`src/rtl/uart_tx_arbiter_if.sv`:
```
// Requester and transmitter handshake bundle for uart_tx_arbiter.
// The arbiter connects to the slave modport.
// A requester/transmitter model connects to the master modport.
interface uart_tx_arbiter_if #(
    parameter int unsigned NUM_REQ    = 4,
    parameter int unsigned DATA_WIDTH = 8
);
    logic [NUM_REQ-1:0]            req_valid_i;
    logic [NUM_REQ*DATA_WIDTH-1:0] req_data_i;
    logic [NUM_REQ-1:0]            req_last_i;
    logic [NUM_REQ-1:0]            req_ready_o;
    logic                          tx_start_o;
    logic [DATA_WIDTH-1:0]         tx_data_o;
    logic                          tx_done_i;
    logic [NUM_REQ-1:0]            grant_o;
    logic                          busy_o;

    modport slave (
        input  req_valid_i,
        input  req_data_i,
        input  req_last_i,
        input  tx_done_i,
        output req_ready_o,
        output tx_start_o,
        output tx_data_o,
        output grant_o,
        output busy_o
    );

    modport master (
        output req_valid_i,
        output req_data_i,
        output req_last_i,
        output tx_done_i,
        input  req_ready_o,
        input  tx_start_o,
        input  tx_data_o,
        input  grant_o,
        input  busy_o
    );
endinterface

```
`src/rtl/uart_tx_arbiter.sv`:
```
// Round-robin arbiter that shares one UART transmitter among NUM_REQ byte streams.
// Each accepted byte is sent with a one-cycle start pulse.
// The next byte is taken only after the transmitter's done pulse.
// A grant lasts until end of message, a valid drop, or MAX_BURST bytes.
module uart_tx_arbiter #(
    parameter int unsigned NUM_REQ    = 4,
    parameter int unsigned DATA_WIDTH = 8,
    parameter int unsigned MAX_BURST  = 4
) (
    input  logic                clk,
    input  logic                rst_n_i,
    uart_tx_arbiter_if.slave    bus
);

    localparam int unsigned PtrW = (NUM_REQ > 1) ? $clog2(NUM_REQ) : 1;
    localparam int unsigned CntW = $clog2(MAX_BURST + 1);

    typedef enum logic [1:0] {
        StIdle,
        StLoad,
        StSend,
        StWait
    } state_e;

    state_e                 state_q, state_d;
    logic [PtrW-1:0]        ptr_q, ptr_d;
    logic [PtrW-1:0]        owner_q, owner_d;
    logic [CntW-1:0]        bcnt_q, bcnt_d;
    logic                   last_q, last_d;
    logic [NUM_REQ-1:0]     grant_q, grant_d;
    logic                   tx_start_q, tx_start_d;
    logic [DATA_WIDTH-1:0]  tx_data_q, tx_data_d;

    logic                   pick_found;
    logic [PtrW-1:0]        pick_idx;
    logic [PtrW-1:0]        next_ptr;
    logic                   owner_valid;
    logic                   owner_last;
    logic [DATA_WIDTH-1:0]  owner_data;

    // First valid requester at or after ptr, wrapping modulo NUM_REQ.
    // The loop runs downward so the closest candidate is written last.
    always_comb begin
        pick_found = 1'b0;
        pick_idx   = '0;
        for (int i = int'(NUM_REQ) - 1; i >= 0; i--) begin
            if (bus.req_valid_i[(int'(ptr_q) + i) % int'(NUM_REQ)]) begin
                pick_found = 1'b1;
                pick_idx   = PtrW'((int'(ptr_q) + i) % int'(NUM_REQ));
            end
        end
    end

    // Signals of the current owner, plus the pointer value used on release.
    always_comb begin
        owner_valid = bus.req_valid_i[owner_q];
        owner_last  = bus.req_last_i[owner_q];
        owner_data  = bus.req_data_i[int'(owner_q) * int'(DATA_WIDTH) +: DATA_WIDTH];
        next_ptr    = (owner_q == PtrW'(NUM_REQ - 1)) ? '0 : owner_q + 1'b1;
    end

    // Ready is asserted only in LOAD, and only toward the owner.
    always_comb begin
        bus.req_ready_o = '0;
        if (state_q == StLoad) begin
            bus.req_ready_o[owner_q] = owner_valid;
        end
    end

    // Next-state and registered-output logic.
    always_comb begin
        state_d    = state_q;
        ptr_d      = ptr_q;
        owner_d    = owner_q;
        bcnt_d     = bcnt_q;
        last_d     = last_q;
        grant_d    = grant_q;
        tx_data_d  = tx_data_q;
        tx_start_d = 1'b0;

        case (state_q)
            StIdle: begin
                if (pick_found) begin
                    owner_d           = pick_idx;
                    grant_d           = '0;
                    grant_d[pick_idx] = 1'b1;
                    bcnt_d            = '0;
                    state_d           = StLoad;
                end
            end
            StLoad: begin
                if (owner_valid) begin
                    tx_data_d  = owner_data;
                    last_d     = owner_last;
                    tx_start_d = 1'b1;
                    state_d    = StSend;
                end else begin
                    // Owner withdrew mid-message; it rejoins the normal rotation.
                    ptr_d   = next_ptr;
                    grant_d = '0;
                    state_d = StIdle;
                end
            end
            StSend: begin
                bcnt_d  = bcnt_q + 1'b1;
                state_d = StWait;
            end
            StWait: begin
                if (bus.tx_done_i) begin
                    if (last_q || (bcnt_q == CntW'(MAX_BURST))) begin
                        ptr_d   = next_ptr;
                        grant_d = '0;
                        state_d = StIdle;
                    end else begin
                        state_d = StLoad;
                    end
                end
            end
            default: begin
                grant_d = '0;
                state_d = StIdle;
            end
        endcase
    end

    // State and output registers; reset aborts any transfer in flight.
    always_ff @(posedge clk or negedge rst_n_i) begin
        if (!rst_n_i) begin
            state_q    <= StIdle;
            ptr_q      <= '0;
            owner_q    <= '0;
            bcnt_q     <= '0;
            last_q     <= 1'b0;
            grant_q    <= '0;
            tx_start_q <= 1'b0;
            tx_data_q  <= '0;
        end else begin
            state_q    <= state_d;
            ptr_q      <= ptr_d;
            owner_q    <= owner_d;
            bcnt_q     <= bcnt_d;
            last_q     <= last_d;
            grant_q    <= grant_d;
            tx_start_q <= tx_start_d;
            tx_data_q  <= tx_data_d;
        end
    end

    assign bus.grant_o    = grant_q;
    assign bus.tx_start_o = tx_start_q;
    assign bus.tx_data_o  = tx_data_q;
    assign bus.busy_o     = (state_q != StIdle);

endmodule

```
`src/flat_wrapper.sv`:
```
// flat-port wrapper written by rule: the top's interface ports become plain ports
module uart_tx_arbiter_flat 
#(
    parameter int unsigned NUM_REQ    = 4,
    parameter int unsigned DATA_WIDTH = 8,
    parameter int unsigned MAX_BURST  = 4
)
  (clk, rst_n_i, bus_req_valid_i, bus_req_data_i, bus_req_last_i, bus_tx_done_i, bus_req_ready_o, bus_tx_start_o, bus_tx_data_o, bus_grant_o, bus_busy_o);
  uart_tx_arbiter_if #(.NUM_REQ(NUM_REQ), .DATA_WIDTH(DATA_WIDTH)) bus_i ();
  input  logic clk;
  input  logic rst_n_i;
  input wire logic [$bits(bus_i.req_valid_i)-1:0] bus_req_valid_i;
  input wire logic [$bits(bus_i.req_data_i)-1:0] bus_req_data_i;
  input wire logic [$bits(bus_i.req_last_i)-1:0] bus_req_last_i;
  input wire logic [$bits(bus_i.tx_done_i)-1:0] bus_tx_done_i;
  output wire logic [$bits(bus_i.req_ready_o)-1:0] bus_req_ready_o;
  output wire logic [$bits(bus_i.tx_start_o)-1:0] bus_tx_start_o;
  output wire logic [$bits(bus_i.tx_data_o)-1:0] bus_tx_data_o;
  output wire logic [$bits(bus_i.grant_o)-1:0] bus_grant_o;
  output wire logic [$bits(bus_i.busy_o)-1:0] bus_busy_o;
  assign bus_i.req_valid_i = bus_req_valid_i;
  assign bus_i.req_data_i = bus_req_data_i;
  assign bus_i.req_last_i = bus_req_last_i;
  assign bus_i.tx_done_i = bus_tx_done_i;
  assign bus_req_ready_o = bus_i.req_ready_o;
  assign bus_tx_start_o = bus_i.tx_start_o;
  assign bus_tx_data_o = bus_i.tx_data_o;
  assign bus_grant_o = bus_i.grant_o;
  assign bus_busy_o = bus_i.busy_o;
  uart_tx_arbiter #(.NUM_REQ(NUM_REQ), .DATA_WIDTH(DATA_WIDTH), .MAX_BURST(MAX_BURST)) u_core (.clk(clk), .rst_n_i(rst_n_i), .bus(bus_i));
endmodule
```
`config.mk`:
```
export PLATFORM = sky130hd
export DESIGN_NAME = uart_tx_arbiter_flat
export DESIGN_NICKNAME = d
export VERILOG_FILES = /design/src/rtl/uart_tx_arbiter_if.sv /design/src/rtl/uart_tx_arbiter.sv /design/src/flat_wrapper.sv
export SDC_FILE = /design/constraint.sdc
export NUM_CORES = 1
export LEC_CHECK = 0
export ABC_AREA = 1
export ABC_CLOCK_PERIOD_IN_PS = 2100
export CELL_PAD_IN_SITES_DETAIL_PLACEMENT = 0
export CELL_PAD_IN_SITES_GLOBAL_PLACEMENT = 1
export CORE_MARGIN = 10
export CORE_UTILIZATION = 32
export CTS_BUF_LIST = sky130_fd_sc_hd__clkbuf_4
export DETAILED_ROUTE_END_ITERATION = 16
export PLACE_DENSITY = 0.83
export SLEW_MARGIN = 25
export SYNTH_ARGS = -nofsm -noshare
export SYNTH_HDL_FRONTEND = slang
export SYNTH_SLANG_ARGS = --single-unit
```
`constraint.sdc`:
```
create_clock -name clk -period 2.1 [get_ports clk]
set_clock_uncertainty 0.1 [all_clocks]
set_input_delay 0.42 -clock clk [delete_from_list [all_inputs] [get_ports clk]]
set_output_delay 0.42 -clock clk [all_outputs]
set_load 0.01 [all_outputs]
```
### After elaboration in Yosys (flattened, before gate mapping)

Cells that the tools add are included.

| word-level totals | value |
|---|---|
| flip-flop bits (word level) | 23 |
| logic and storage cells | 99 |
| output and inout bits | 18 |
| input port bits | 43 |

| cells by class | value |
|---|---|
| reductions and logical operators | 17 |
| add/subtract/negate cells | 5 |
| bitwise logic cells | 4 |
| eq/ne operators | 9 |
| shift-type cells | 1 |
| muxes and demuxes | 47 |
| magnitude comparators | 8 |

Operators with widths:

| cell | count |
|---|---|
| $shiftx A32 B6 Y8 | 1 |
| $mux W2 | 11 |
| $mux W4 | 5 |
| $mux W1 | 18 |
| $bmux W1 S2 | 6 |
| $lt A3 B4 Y1 const B | 3 |
| $pmux W4 S3 | 1 |
| $lt A2 B3 Y1 const B | 3 |
| $pmux W2 S4 | 1 |
| $reduce_and A2 Y1 | 4 |
| $eq A2 B2 Y1 const B | 3 |
| $pmux W3 S2 | 1 |
| $reduce_bool A2 Y1 | 3 |
| $reduce_or A2 Y1 | 3 |
| $reduce_and A5 Y1 | 1 |
| $add A2 B1 Y2 const B | 2 |
| $add A2 B2 Y2 const B | 2 |
| $and A4 B4 Y4 | 1 |
| $demux W1 S2 | 2 |
| $ge A2 B1 Y1 const B | 2 |
| $ne A2 B1 Y1 const B | 2 |
| $ne A2 B2 Y1 const B | 2 |
| $pmux W2 S2 | 1 |
| $reduce_and A4 Y1 | 1 |
| other kinds (9) | 12 |

### Longest topological paths before layout

Gate-level depths: netlist (run 1).

| depth | value |
|---|---|
| depth after elaboration | 16 |
| mapped depth | 12 |
| gate-level depth less buffers | 11 |

### Least setup slack after synthesis (run 1)

OpenSTA, ideal clock, no wires.

| timing path | value |
|---|---|
| path kind | reg-to-output |
| from | reg u_core.owner_q[0] |
| to | out bus_req_ready_o[0] |
| data arrival time | 1,189 ps |
| slack | 391 ps |
| stages on the path, launching flop included | 6 |
| buffers on the path | 1 |
| required time | 1,580 ps |
| path through | dfrtp_1 inv_1 clkbuf_1 ha_1 inv_1 nor2_1 |

| on the way | value |
|---|---|
| cells in the longest elaborated chain, start to end | 6 |
| elaborated cells between the ends (all ways) | 9 |
| classes of those cells | 2 x order compare; 5 x mux; 1 x bitwise; 1 x reduce/logical |

Ends and longest elaborated chain:

| what | RTL line | text |
|---|---|---|
| start: declaration | uart_tx_arbiter.sv:27 | `logic [PtrW-1:0] owner_q, owner_d;` |
| start signal: assignment | uart_tx_arbiter.sv:140 | `owner_q <= owner_d;` |
| $lt A2 B3 Y1 (implied by the code) / $ge A2 B1 Y1 (equally long branches) | uart_tx_arbiter.sv:66 | `bus.req_ready_o[owner_q] = owner_valid;` |
| $logic_and A1 B1 Y1 (implied by the code) | uart_tx_arbiter.sv:66 |  |
| $mux W1 (implied by the code) | uart_tx_arbiter.sv:66 |  |
| $demux W1 S2 | -- |  |
| $and A4 B4 Y4 (no source line) * | -- |  |
| $mux W4 * | uart_tx_arbiter.sv:65 | `if (state_q == StLoad) begin` |
| end: declaration | flat_wrapper.sv:16 | `output wire logic [$bits(bus_i.req_ready_o)-1:0] bus_req_ready_o;` |

Mark *: on every way between the ends. The rest lies on a longest branch, timed or not. The select of a mux whose other input is x is not followed.

### Worst setup path after layout (run 1)

| timing path | value |
|---|---|
| from | in bus_req_valid_i[3] |
| to | out bus_req_ready_o[1] |

| on the way | value |
|---|---|
| cells in the longest elaborated chain, start to end | 4 |

Ends and longest elaborated chain:

| what | RTL line | text |
|---|---|---|
| start: declaration | flat_wrapper.sv:12 | `input wire logic [$bits(bus_i.req_valid_i)-1:0] bus_req_valid_i;` |
| $bmux W1 S2 | uart_tx_arbiter.sv:56 | `owner_valid = bus.req_valid_i[owner_q];` |
| $mux W1 (implied by the code) | uart_tx_arbiter.sv:56 |  |
| $and A4 B4 Y4 (no source line) | -- |  |
| $mux W4 | uart_tx_arbiter.sv:65 |  |

No other way between the ends. The select of a mux whose other input is x is not followed.

==> metrics.log, run 1 <==
[metrics] class of the most critical setup path: primary input to output pin
[metrics] quantity of I/O buffers inserted on ports: 60
[metrics] top-area cell type share of the netlist area: a little over a third
[metrics] largest net degree at the start of global routing: 24
[metrics] clock root buffer: sky130_fd_sc_hd__clkbuf_4
[metrics] leak pwr: 1.22 nW
[metrics] Final #Nets: approximately 360
[metrics] HPWL after DPL: 3870 µm
[metrics] number of global-route vias before repair: roughly 1700
[metrics] flops & latches, synth: 23
[metrics] die span in x: 91.8 µm
[metrics] antenna violations before repair: 0
[metrics] height of the die: 91.8 µm
[metrics] max frequency: 489 MHz
[metrics] Critical Path Start Type: primary input
[metrics] Req. time, crit path: 1580 ps
[metrics] final-report setup violation count: 0
[metrics] wire length of the first global-routing pass: 7910 µm
[metrics] Total Routing Usage GR: 11.2%
[metrics] Slew HR: between 70% and 80%
[metrics] Yosys top cell by area: sky130_fd_sc_hd__dfrtp_1
[metrics] combined area of all synthesized cells: ~1600 µm²
[metrics] unique cell type count in the Yosys netlist: 27
[metrics] number of clock buffers inserted by TritonCTS: 3
[metrics] Slew Viols, Final: 0
[metrics] clock period minus worst slack: roughly 2000 ps
[metrics] critical path's largest stage delay: 500 ps
[metrics] Mean Syn Cell Area: 7.07 µm²
[metrics] Routed Wire Length: approximately 4700 µm
[metrics] final routed DRC violation total: 0
[metrics] total negative setup slack: 0 ps
[metrics] net count after synthesis: 282
[metrics] total congestion overflow: 0
[metrics] Post-Place Cells: 370
[metrics] DRC violation total after the first TritonRoute iteration: 49
[metrics] synth-to-layout area growth: 49.1%
[metrics] H-tree levels: 1
[metrics] post-synthesis instance total: approximately 230
[metrics] count of nets left with antenna violations after detail routing: 0
[metrics] post-route clock period utilization: 97.3%
[metrics] crit path DAT: about 1500 ps
[metrics] row count: 26
[metrics] critical path, cell by cell: clkdlybuf4s50_1 -> a21oi_2 -> o21ai_2 -> nand3_2 -> buf_6 -> nor2_1 -> buf_2
[metrics] CP Max Fanout: 4
[metrics] via count of the routed design: 1680
[metrics] routability congestion estimate from global placement: 0.869
[metrics] power density cells: 1350 nW/µm²
[metrics] slew at the pin closest to its max-slew limit: 383 ps
[metrics] placeable core region: between 5000 and 6000 µm²
[metrics] CP max stage cell: sky130_fd_sc_hd__clkdlybuf4s50_1
[metrics] clock tree from TritonCTS: done
[metrics] synthesis warning total: 0
[metrics] post-synthesis sequential area ratio: 34.9%
[metrics] maximum capacitance violations: 0
[metrics] crit path capture type: output pin
[metrics] top post-synthesis cells by area: sky130_fd_sc_hd__dfrtp_1, sky130_fd_sc_hd__nand2_1, sky130_fd_sc_hd__o21ai_0
[metrics] Clock transition at path regs: around 130 ps
[metrics] Min-Delay Path Class: primary input to async pin
[metrics] Finished Layout Cells: between 300 and 400
[metrics] iteration count of the initial detailed-routing pass: 4
[metrics] hold violation total from the final report: 0
[metrics] initial standard-cell utilization of the core: 32.7%
[metrics] per-cell via count in the routed design: 4.47
[metrics] maximum buffer depth of the clock tree: 2
[metrics] maximum vdd ir drop: 0.433 mV
[metrics] share of final-layout standard cells stronger than drive strength 1: 20.9%
[metrics] ANT cells: 0
[metrics] result of the run: complete, no violations
[metrics] die outline area: about 8400 µm²
[metrics] number of primary I/O pins: 61
[metrics] source-to-sink clock delay at the later pin of the worst-skew pair: 310 ps
[metrics] total number of clock tree sinks: 23
[metrics] Avg WL per Cell: 12.5 µm
per-layer routing:
metal  up-vias  routed length, µm  GRT usage, %
li1        887                  -             -
met1       744               2050          12.5
met2        45               2180          19.0
met3         4                427          5.13
met4         0                 34          2.70
met5         -                  0             0
kinds of logic after synthesis:
logic type | after synthesis | synth area share (%)
AND/OR/NAND/NOR | 125 | 35.5
flip-flops | 23 | 34.9
AO/OA/AOI/OAI | 43 | 15.4
buffers and inverters | 35 | 9.11
XOR/XNOR | 1 | 0.532
adder cells (fa/ha/maj) | 6 | 4.56
final timing paths:
path / startpoint / to / slack, ps / depth (start not counted)
worst max-delay path: bus_req_valid_i[3] / bus_req_ready_o[1] / 60 / 7
worst min-delay path: rst_n_i / u_core.bus.tx_data_o[2] / 340 / 2
worst max register to register: u_core.owner_q[1] / u_core.bus.tx_data_o[0] / 270 / 9
worst min register to register: u_core.bus.grant_o[2] / u_core.bus.grant_o[2] / 390 / 2
max in group asynchronous: rst_n_i / u_core.owner_q[0] / 1310 / 2
min in group clk: u_core.bus.grant_o[2] / u_core.bus.grant_o[2] / 390 / 2
worst max-delay path, delay by kind of cell:
kind,cells,cell delay [ps]
compound gates,2,130
buf+inv,3,780
simple gates,2,190
report_power, final:
| group | leakage (nW) | switching, mW | internal (mW) |
|---|---|---|---|
| clock network | 0.0177 | 0.135 | 0.0712 |
| logic | 0.911 | 1.32 | 0.972 |
| registers | 0.290 | 0.173 | 0.646 |
| total | 1.22 | 1.63 | 1.69 |
timing repair:
item,CTS,global route
endpoints found under the setup margin,5,4
pin swaps,2,2
gates resized for setup,22,7
hold buffers,0,0
buffers inserted,1,1
flip-flops by register name, indices dropped and copies added, names as in the netlist, named ones only:
register               flops
u_core.bcnt_q              3
u_core.bus.grant_o         4
u_core.bus.tx_data_o       8
u_core.bus.tx_start_o      1
u_core.last_q              1
u_core.owner_q             2
u_core.ptr_q               2
u_core.state_q             1
placed cells by master (no fill, tap or decap), drive strengths merged:
cell type       n
nand2          83
clkdlybuf4s50  52
nor2           29
inv            26
o21ai          26
dfrtp          23
buf            20
o22ai           9
nand3           9
ha              6
a21oi           6
clkbuf          3
and2            2
nand4           2
o211ai          2
dlymetal6s2s    2
dlygate4sd2     2
clkinv          2
xor2            1
clkdlybuf4s15   1
cells in the mapped netlist:
| cell | n |
|---|---|
| sky130_fd_sc_hd__dfrtp_1 | 23 |
| sky130_fd_sc_hd__o211ai_1 | 2 |
| sky130_fd_sc_hd__xor2_1 | 1 |
| sky130_fd_sc_hd__nand2_2 | 17 |
| sky130_fd_sc_hd__a21oi_4 | 1 |
| sky130_fd_sc_hd__nand3_2 | 3 |
| sky130_fd_sc_hd__o21ai_0 | 22 |
| sky130_fd_sc_hd__clkbuf_1 | 4 |
| sky130_fd_sc_hd__a21oi_1 | 5 |
| sky130_fd_sc_hd__inv_1 | 23 |
| sky130_fd_sc_hd__buf_2 | 3 |
| sky130_fd_sc_hd__nand2_1 | 65 |
| sky130_fd_sc_hd__and2_4 | 2 |
| sky130_fd_sc_hd__inv_2 | 2 |
| sky130_fd_sc_hd__nand4_1 | 2 |
| sky130_fd_sc_hd__clkinv_1 | 1 |
| sky130_fd_sc_hd__o21ai_1 | 1 |
| sky130_fd_sc_hd__buf_6 | 1 |
| sky130_fd_sc_hd__o21ai_2 | 3 |
| sky130_fd_sc_hd__ha_1 | 6 |
| sky130_fd_sc_hd__nor2_1 | 27 |
| sky130_fd_sc_hd__nor2_8 | 1 |
| sky130_fd_sc_hd__inv_8 | 1 |
| sky130_fd_sc_hd__nor2_4 | 1 |
| sky130_fd_sc_hd__nand2_4 | 1 |
| sky130_fd_sc_hd__o22ai_1 | 9 |
| sky130_fd_sc_hd__nand3_1 | 6 |
through the flow:
step	setup slack, ps	utilization [%]	power (mW)	area, µm²	hold slack [ps]
final	55.8	48.7	3.32	2460	342
after global routing	-3.39	48.7	3.68	2460	357
after global placement	-404	47.7	3.08	2410	363
after floorplan	391	-	2.31	1650	24.4
after CTS	16.9	48.3	3.34	2440	339
after detailed placement	-433	47.7	3.10	2410	367
area by class of cell:
type                    count  area [µm²]
clock buffers               3        22.5
clock inverters             1        5.00
fillers                   525        2590
inverters                  27         109
multi-input cells         175         936
flip-flops and latches     23         577
well taps                  70        87.6
repair buffers             77         719
No activity file was read; power rests on OpenSTA's default activity.
==> run 2: changes to the inputs <==
--- a/config.mk
+++ b/config.mk
@@ -13,7 +13,7 @@
 export CORE_UTILIZATION = 32
 export CTS_BUF_LIST = sky130_fd_sc_hd__clkbuf_4
 export DETAILED_ROUTE_END_ITERATION = 16
-export PLACE_DENSITY = 0.83
+export PLACE_DENSITY_LB_ADDON = 0.2
 export SLEW_MARGIN = 25
 export SYNTH_ARGS = -nofsm -noshare
 export SYNTH_HDL_FRONTEND = slang
==> metrics.log, run 2 (same netlist as run 1, synthesis figures left out) <==
[metrics] Min-Delay Path Class: primary input to async pin
[metrics] per-cell via count in the routed design: 4.45
[metrics] final-report setup violation count: 0
[metrics] Post-Place Cells: 372
[metrics] Finished Layout Cells: 376
[metrics] die outline area: between 8000 and 9000 µm²
[metrics] Slew HR: 74.1%
[metrics] CP Launch Point: bus_req_valid_i[0]
[metrics] total congestion overflow: 0
[metrics] iteration count of the initial detailed-routing pass: 4
[metrics] wire length of the first global-routing pass: 8200 µm
[metrics] Slew Viols, Final: 0
[metrics] flip-flop count of the largest register after layout: 8
[metrics] maximum capacitance violations: 0
[metrics] max frequency: around 500 MHz
[metrics] class of the most critical setup path: primary input to output pin
[metrics] number of global-route vias before repair: about 1800
[metrics] row count: 26
[metrics] Layout Cell Area excl Fill: 2440 µm²
[metrics] number of clock buffers inserted by TritonCTS: 3
[metrics] share of final-layout standard cells stronger than drive strength 1: roughly 20%
[metrics] quantity of I/O buffers inserted on ports: 60
[metrics] clock period minus worst slack: ~2000 ps
[metrics] result of the run: complete, no violations
[metrics] Routed Wire Length: 4800 µm
[metrics] maximum vdd ir drop: 0.447 mV
[metrics] final routed DRC violation total: 0
[metrics] maximum buffer depth of the clock tree: 2
[metrics] leak pwr: 1.20 nW
[metrics] Clock transition at path regs: ~120 ps
[metrics] HPWL after DPL: 3940 µm
[metrics] H-tree levels: 1
[metrics] via count of the routed design: 1672
[metrics] power density cells: ~1300 nW/µm²
[metrics] largest net degree at the start of global routing: 24
[metrics] commonest cells after routing, fill and taps aside: sky130_fd_sc_hd__nand2_1, sky130_fd_sc_hd__clkdlybuf4s50_1, sky130_fd_sc_hd__nor2_1
[metrics] R2R Path Start: u_core.owner_q[0]
[metrics] antenna violations before repair: 0
[metrics] slew at the pin closest to its max-slew limit: just under 400 ps
[metrics] CP Max Fanout: 5
[metrics] Final #Nets: approximately 360
[metrics] placeable core region: 5040 µm²
[metrics] routability congestion estimate from global placement: ~0.8
[metrics] post-route clock period utilization: 95.7%
[metrics] crit path capture type: output pin
[metrics] ANT cells: 0
[metrics] source-to-sink clock delay at the later pin of the worst-skew pair: 300 ps
[metrics] RSZ-0062 raised after global routing: true
[metrics] hold violation total from the final report: 0
[metrics] crit path DAT: 1490 ps
[metrics] Total Routing Usage GR: 11.6%
[metrics] placed cell areas: 2420 µm²
[metrics] count of nets left with antenna violations after detail routing: 0
[metrics] number of primary I/O pins: slightly above 60
[metrics] die span in x: 91.8 µm
[metrics] setup slack on the worst flop-to-flop path: 350 ps
[metrics] DRC violation total after the first TritonRoute iteration: 48
[metrics] leading cell type in the layout, fill and taps excluded: sky130_fd_sc_hd__nand2_1
[metrics] synth-to-layout area growth: 48.1%
[metrics] Avg WL per Cell: about 13 µm
[metrics] clock root buffer: sky130_fd_sc_hd__clkbuf_4
[metrics] total number of clock tree sinks: 23
[metrics] Req. time, crit path: 1580 ps
[metrics] height of the die: 91.8 µm
[metrics] Critical Path Start Type: primary input
[metrics] initial standard-cell utilization of the core: 32.7%
[metrics] clock tree from TritonCTS: done
==> run 2: final timing paths <==
path | endpoint | depth (start not counted)
max in group asynchronous | u_core.owner_q[1] | 2
min | u_core.bus.grant_o[1] | 2
min in group clk | u_core.bus.grant_o[0] | 2
min reg2reg | u_core.bus.grant_o[0] | 2
max reg2reg | u_core.ptr_q[0] | 9
max | bus_req_ready_o[3] | 6
==> run 2: through the flow <==
step	TNS [ps]	hold slack (ps)	total power, mW	worst slack (ps)	utilization, %
detailed placement	-1720	369	3.13	-426	48.0
CTS	0	358	3.36	1.96	48.6
finish	0	354	3.29	91.1	48.4
global placement	-1680	362	3.12	-407	48.0
floorplan	0	24.4	2.31	391	-
global route	-5.94	372	3.66	-5.94	48.4
==> run 2: per-layer routing <==
layer	GRT usage [%]	share of wire, %	vias to the layer above	wire length, µm
met4	2.31	0.46	0	22
met1	12.9	43	747	2060
met3	4.07	6.9	2	332
met2	20.9	50	37	2380
li1	-	-	886	-
met5	0	0	-	0
==> run 2: report_power, final <==
part / total, mW / internal (mW) / switching [mW]
sequential: 0.819 / 0.644 / 0.175
combinational: 2.26 / 0.960 / 1.30
clock: 0.214 / 0.0869 / 0.127
total: 3.29 / 1.69 / 1.60
==> run 2: repair_timing <==
item	in CTS	in global routing
resized for setup	19	4
hold buffers	0	0
endpoints found under the setup margin	5	3
gates cloned	0	0
setup buffers	0	0
pin swaps	3	4
==> run 2: final cells by class <==
| cell class | instances | area (µm²) |
|---|---|---|
| clock buffers | 4 | 30.0 |
| fillers | 556 | 2600 |
| inverters | 27 | 109 |
| multi-input cells | 175 | 932 |
| flip-flops and latches | 23 | 576 |
| well taps | 70 | 87.6 |
| repair buffers | 77 | 707 |
==> run 2: critical path, cell delays in order <==
cell and delay [ps]:
sky130_fd_sc_hd__clkdlybuf4s50_1 470, sky130_fd_sc_hd__inv_1 60, sky130_fd_sc_hd__o21ai_2 130, sky130_fd_sc_hd__nand3_2 130
sky130_fd_sc_hd__nor2_1 130, sky130_fd_sc_hd__buf_2 140
==> run 3: changes to the inputs <==
--- a/config.mk
+++ b/config.mk
@@ -13,7 +13,7 @@
 export CORE_UTILIZATION = 32
 export CTS_BUF_LIST = sky130_fd_sc_hd__clkbuf_4
 export DETAILED_ROUTE_END_ITERATION = 16
-export PLACE_DENSITY_LB_ADDON = 0.2
+export PLACE_DENSITY_LB_ADDON = 0.1
 export SLEW_MARGIN = 25
 export SYNTH_ARGS = -nofsm -noshare
 export SYNTH_HDL_FRONTEND = slang
==> metrics.log, run 3 (same netlist as run 1, synthesis figures left out) <==
[metrics] via count of the routed design: approximately 1700
[metrics] Total Routing Usage GR: 11.4%
[metrics] maximum buffer depth of the clock tree: 2
[metrics] max frequency: 480 MHz
[metrics] fraction of power spent switching nets: around half
[metrics] Crit path depth: 6
[metrics] class of the most critical setup path: primary input to output pin
[metrics] proportion of power drawn by the clock network: roughly 6.3%
[metrics] reg2reg end: u_core.ptr_q[1]
[metrics] share of final-layout standard cells stronger than drive strength 1: 20.3%
[metrics] ANT cells: 0
[metrics] CP max stage cell: sky130_fd_sc_hd__clkdlybuf4s50_1
[metrics] count of nets left with antenna violations after detail routing: 0
[metrics] die span in x: ~90 µm
[metrics] wire length of the first global-routing pass: 8100 µm
[metrics] initial standard-cell utilization of the core: 32.7%
[metrics] number of global-route vias before repair: 1795
[metrics] routability congestion estimate from global placement: 0.735
[metrics] sequential fraction of design power: 24.6%
[metrics] die outline area: approximately 8400 µm²
[metrics] number of primary I/O pins: 61
[metrics] power density cells: 1340 nW/µm²
[metrics] post-route clock period utilization: 99.1%
[metrics] final-report setup violation count: 0
[metrics] net switching power of the design: 1.61 mW
[metrics] antenna violations before repair: 0
[metrics] maximum vdd ir drop: 0.423 mV
[metrics] total number of clock tree sinks: 23
[metrics] commonest cells after routing, fill and taps aside: sky130_fd_sc_hd__nand2_1, sky130_fd_sc_hd__clkdlybuf4s50_1, sky130_fd_sc_hd__nor2_1
[metrics] Worst Reg-to-Reg Cells: 11
[metrics] clock tree from TritonCTS: done
[metrics] CP Launch Point: bus_req_valid_i[2]
[metrics] crit path capture type: output pin
[metrics] Slew HR: between 70 and 80%
[metrics] Final #Nets: ~360
[metrics] final core utilization: 48.6%
[metrics] quantity of I/O buffers inserted on ports: 60
[metrics] crit path capture: bus_req_ready_o[1]
[metrics] Min-Delay Path Class: primary input to async pin
[metrics] clock root buffer: sky130_fd_sc_hd__clkbuf_4
[metrics] row count: 26
[metrics] source-to-sink clock delay at the later pin of the worst-skew pair: 310 ps
[metrics] per-cell via count in the routed design: roughly 4.4
[metrics] setup slack on the worst flop-to-flop path: 190 ps
[metrics] R2R Path Start: u_core.owner_q[0]
[metrics] iteration count of the initial detailed-routing pass: 4
[metrics] largest net degree at the start of global routing: 24
[metrics] crit path DAT: about 1600 ps
[metrics] flip-flop count of the largest register after layout: 8
[metrics] Critical Path Start Type: primary input
[metrics] number of buffer and inverter stages on the critical path: 3
[metrics] result of the run: complete, no violations
[metrics] critical path's largest stage delay: 480 ps
[metrics] number of hold-repair buffers added at the cts stage: 0
[metrics] slew at the pin closest to its max-slew limit: 380 ps
[metrics] total congestion overflow: 0
[metrics] maximum capacitance violations: 0
[metrics] H-tree levels: 1
[metrics] design internal power: between 1.5 and 2 mW
[metrics] hold violation total from the final report: 0
[metrics] category of cells accounting for the largest share of critical-path delay: buffers and inverters
[metrics] RSZ-0062 raised after global routing: true
[metrics] HPWL after DPL: approximately 4000 µm
[metrics] number of clock buffers inserted by TritonCTS: 3
[metrics] clock period minus worst slack: 2080 ps
[metrics] leak pwr: 1.19 nW
[metrics] Routed Wire Length: 4780 µm
[metrics] Req. time, crit path: ~1600 ps
[metrics] post-layout total power: 3.29 mW
[metrics] share of power burned in combinational logic: 69.1%
[metrics] placeable core region: roughly 5000 µm²
[metrics] final routed DRC violation total: 0
[metrics] critical path, cell by cell: clkdlybuf4s50_1 -> inv_1 -> o21ai_2 -> nand3_2 -> nor2_2 -> clkdlybuf4s15_2
[metrics] synth-to-layout area growth: 48.6%
[metrics] Slew Viols, Final: 0
[metrics] leading cell type in the layout, fill and taps excluded: sky130_fd_sc_hd__nand2_1
[metrics] number of inserted filler cells in the final layout: 541
[metrics] height of the die: 91.8 µm
[metrics] Clock transition at path regs: 130 ps
[metrics] Avg WL per Cell: ~13 µm
[metrics] CP Max Fanout: 5
[metrics] DRC violation total after the first TritonRoute iteration: 46
-- run 3: changes by cell type in the layout (fill, tap and decap cells not counted), sizes merged --
cell,delta
buf,-2
clkdlybuf4s15,+1
clkbuf,-1
clkinvlp,+1
-- run 3: power groups by stage --
stage / sequential [mW] / clock (mW) / combinational [mW]
after floorplan: 0.819 / 0 / 1.49
after global placement: 0.815 / 0 / 2.28
after detailed placement: 0.814 / 0 / 2.28
after CTS: 0.810 / 0.218 / 2.30
after global routing: 0.842 / 0.238 / 2.58
final: 0.810 / 0.207 / 2.27
-- run 3: routing by layer --
metal  GRT usage (%)  up-vias  share of wire, %
met5               0        -                 0
met3            5.46        2               9.1
met1            11.3      736                41
li1                -      884                 -
met4            1.93        0              0.56
met2            21.4       37                49
-- run 3: worst min-delay path by stage --
stage / from / endpoint / slack (ps) / depth (start not counted)
after CTS: rst_n_i / u_core.bus.grant_o[1] / 350 / 2
after floorplan: rst_n_i / async pin / 20 / 0
after detailed placement: u_core.bus.tx_data_o[7] / u_core.bus.tx_data_o[7] / 370 / 2
final: rst_n_i / u_core.bus.grant_o[1] / 340 / 2
after global routing: rst_n_i / u_core.bus.grant_o[1] / 350 / 2
after global placement: u_core.bus.grant_o[3] / u_core.bus.grant_o[3] / 360 / 2
-- run 3: cell type report --
class / count / area (µm²) / area share, %
clock inverters: 1 / 5.00 / 0.204
well taps: 70 / 87.6 / 3.58
flip-flops and latches: 23 / 577 / 23.6
repair buffers: 76 / 709 / 29.0
clock buffers: 3 / 22.5 / 0.920
multi-input cells: 175 / 935 / 38.2
inverters: 27 / 113 / 4.60
-- run 3: timing repair --
| item | in CTS | in global routing |
|---|---|---|
| endpoints found under the hold margin | 0 | 0 |
| setup buffers | 1 | 1 |
| endpoints found under the setup margin | 5 | 4 |
| gates resized for setup | 17 | 8 |
| pin swaps | 2 | 3 |
-- run 3: stage by stage --
stage | hold WS [ps] | area, µm² | setup slack (ps) | TNS (ps) | instances
3_5_place_dp | 370 | 2400 | -386 | -1910 | 369
3_3_place_gp | 364 | 2400 | -396 | -1760 | 369
5_1_grt | 347 | 2450 | -74.9 | -74.9 | 375
6_report | 339 | 2450 | 18.5 | 0 | 375
4_1_cts | 347 | 2440 | -4.20 | -4.20 | 374
2_1_floorplan | 24.4 | 1650 | 391 | 0 | 233
==> edit: new RTL, config.mk and constraints of run 3 <==
`tx_data_q` no longer has a reset.
--- a/src/rtl/uart_tx_arbiter.sv
+++ b/src/rtl/uart_tx_arbiter.sv
@@ -133,7 +133,6 @@
             last_q     <= 1'b0;
             grant_q    <= '0;
             tx_start_q <= 1'b0;
-            tx_data_q  <= '0;
         end else begin
             state_q    <= state_d;
             ptr_q      <= ptr_d;
@@ -142,8 +141,11 @@
             last_q     <= last_d;
             grant_q    <= grant_d;
             tx_start_q <= tx_start_d;
-            tx_data_q  <= tx_data_d;
         end
+    end
+
+    always_ff @(posedge clk) begin
+        tx_data_q <= tx_data_d;
     end
 
     assign bus.grant_o    = grant_q;
Function: differs if rst_n_i is asserted again (counterexample within 4 cycles, from zero or initial values and one cycle with rst_n_i low); with rst_n_i held inactive, the same outputs for 4 cycles.
==> edit against run 3 <==
  * Register-to-register slack improved by 200 ps
  * Wire length rose by 3.4%
  * Worst setup slack improved by 7.7 ps
  * Synthesized area fell by 6.8%
  * Power fell by 3.8%
  * Cell area fell by 1.9%
  * Largest power group unchanged
  * Non-clock buffer count rose by 7
  * Clock power rose by 4%
  * Critical path type unchanged
  * Die area fell by 5.4%
  * Combinational power fell by 6%
  * Sequential cell count did not move
  * Highest routed layer unchanged
  * Sequential share of layout area rose by 2.1 points
==> edit: results (changes against run 3) <==
** Setup path
- STA puts the critical path data arrival time at 1550 ps.
- Largest stage delay on the critical path :: 490 ps
- The slack of the worst reg-to-reg path was 390 ps (+200 ps).
- Crit path from :: bus_req_valid_i[3]
- The endpoint identified for the worst register-to-register timing path is u_core.bus.grant_o[2].
- Crit-path max FO :: 5 (unchanged)
- Worst flop-to-flop path startpoint :: u_core.ptr_q[0]
- Worst setup endpoint :: bus_req_ready_o[2]
- The slowest stage of the critical path is the clkdlybuf4s50_1 cell.

** Drt
- The number of DRC violations after detailed-routing iteration 0 was 56 (+22%).
- The length of routed met2 wiring came to 2330 um (-1.8%).
- Pre-Repair DR Iteration Count :: 4 (unchanged)
- The via-per-instance ratio came to 4.60 (+3.9%).
- Uppermost metal layer occupied by signal nets :: met4
- Routed length on met3 :: 316 um (-28%)
- Met1 layer wirelength in the final routing :: 2260 um (+16%)
- The final routed wirelength across all metal layers came to 4950 um (+3.4%).

** Synth
- The count of mapped cells out of synthesis was 214 (-8.2%).
- The warning count from the yosys run was 0 (unchanged).
- Number of enable flip-flop cells after synthesis :: 8 (+8)
- The share of flip-flops with an asynchronous set or reset is 0.652 (-0.348).
- After synthesis, the cell types taking the most area are dfrtp_1 (24%), edfxtp_1 (16%), nand2_1 (14%).
- Post-synth net total :: 263 (-6.7%)
- Sorting the synthesized cells by how often they occur yields nand2_1 (57), nor2_1 (30), inv_1 (23).
- The portion of the post-synthesis area used by sequential elements was 0.401 (+0.0517).
- The number of distinct library cells after synthesis was 27 (unchanged).

** Timing
- Hold slack :: 290 ps (-48.5 ps)
- The worst slew slack as a fraction of its limit was 0.750 (+0.00305).
- Time the final worst path needs with I/O delays and setup :: 2070 ps (-7.65 ps)

** Place
- The worst setup slack after placement was -363 ps (+23.2 ps).
- Placer's final routability congestion estimate :: 0.813 (+11%)
- The cell area after placement is 2300 um^2 (-4.1%).
- The estimated wirelength of the detail-placed design is 4000 um (+0.54%).

** Global routing
- Global routing usage on met2 :: 0.226 (+0.0125)
- Met3 usage in global routing :: 0.0401 (-0.0145)
- Initial antenna violation count :: 0 (unchanged)
- Global routing usage summed across all routing layers :: 0.131 (+0.0171)
- The wire length of the first global-routing pass came to 8180 um (+0.94%).
- Via count of the first global-routing pass :: 1612 (-10%)
- The largest net degree at the start of global routing is 16 (-33%).
- Met1 Resource Use GR :: 0.157 (+0.0436)

** Layout
- The flip-flop count of the largest register after layout was 8 (unchanged).
- The final layout net count is 344 (-3.1%).
- The non-filler instance count after layout came to 348 (-7.2%).
- The fraction of layout instances using a drive strength above 1 is 0.184 (-0.0196).

** Power
- Power attributed to the clock group :: 215 uW (+4%)
- Sequential cell fraction of total power :: 0.257 (+0.011)
- VDD IR max :: 658 uV (+56%)
- The static leakage is 1.13 nW (-5.0%).
- The total power density per cell area is 1320 nW/um^2 (-1.8%).
- The power spent charging and discharging nets came to 1.46 mW (-9.7%).

** CTS
- Clock input transition at the sequential cells of the worst setup and hold paths :: 140 ps
- Postcts setup bufs :: 2 (+1)
- Post-cts sizing count :: 17 (unchanged)

** Status
- Status :: completed

** Floorplanning
- The number of rows in the core area is 25 (-3.8%).
edit: cell types whose count changed after synthesis, sizes merged, moves of 2 or more:
cell    before  now
nand3        9   12
o21ai       26   23
nand4        2    0
a21oi        6    1
dfrtp       23   15
nand2       83   66
nor2        29   32
buf          4    2
edfxtp       0    8
edit: critical path, delay by kind of cell:
| family | cells | cell delay (ps) |
|---|---|---|
| and+or+nand+nor | 4 | 410 |
| buffers and inverters | 2 | 720 |
edit: final cells by class:
type | count | area, um^2
fill | 479 | 2290
timing repair buffer | 83 | 779
sequential | 23 | 616
tap | 54 | 67.6
inverter | 28 | 108
multi-input combinational | 156 | 803
clock inverter | 1 | 5.00
clock buffer | 3 | 22.5
edit: kinds of logic after synthesis:
kind of cell	after synthesis	share of synthesized area
XOR/XNOR	1	0.00571
AND/OR/NAND/NOR	114	0.326
AO/OA/AOI/OAI	35	0.125
buffers and inverters	35	0.0937
flip-flops	23	0.401
adder cells (fa/ha/maj)	6	0.0489
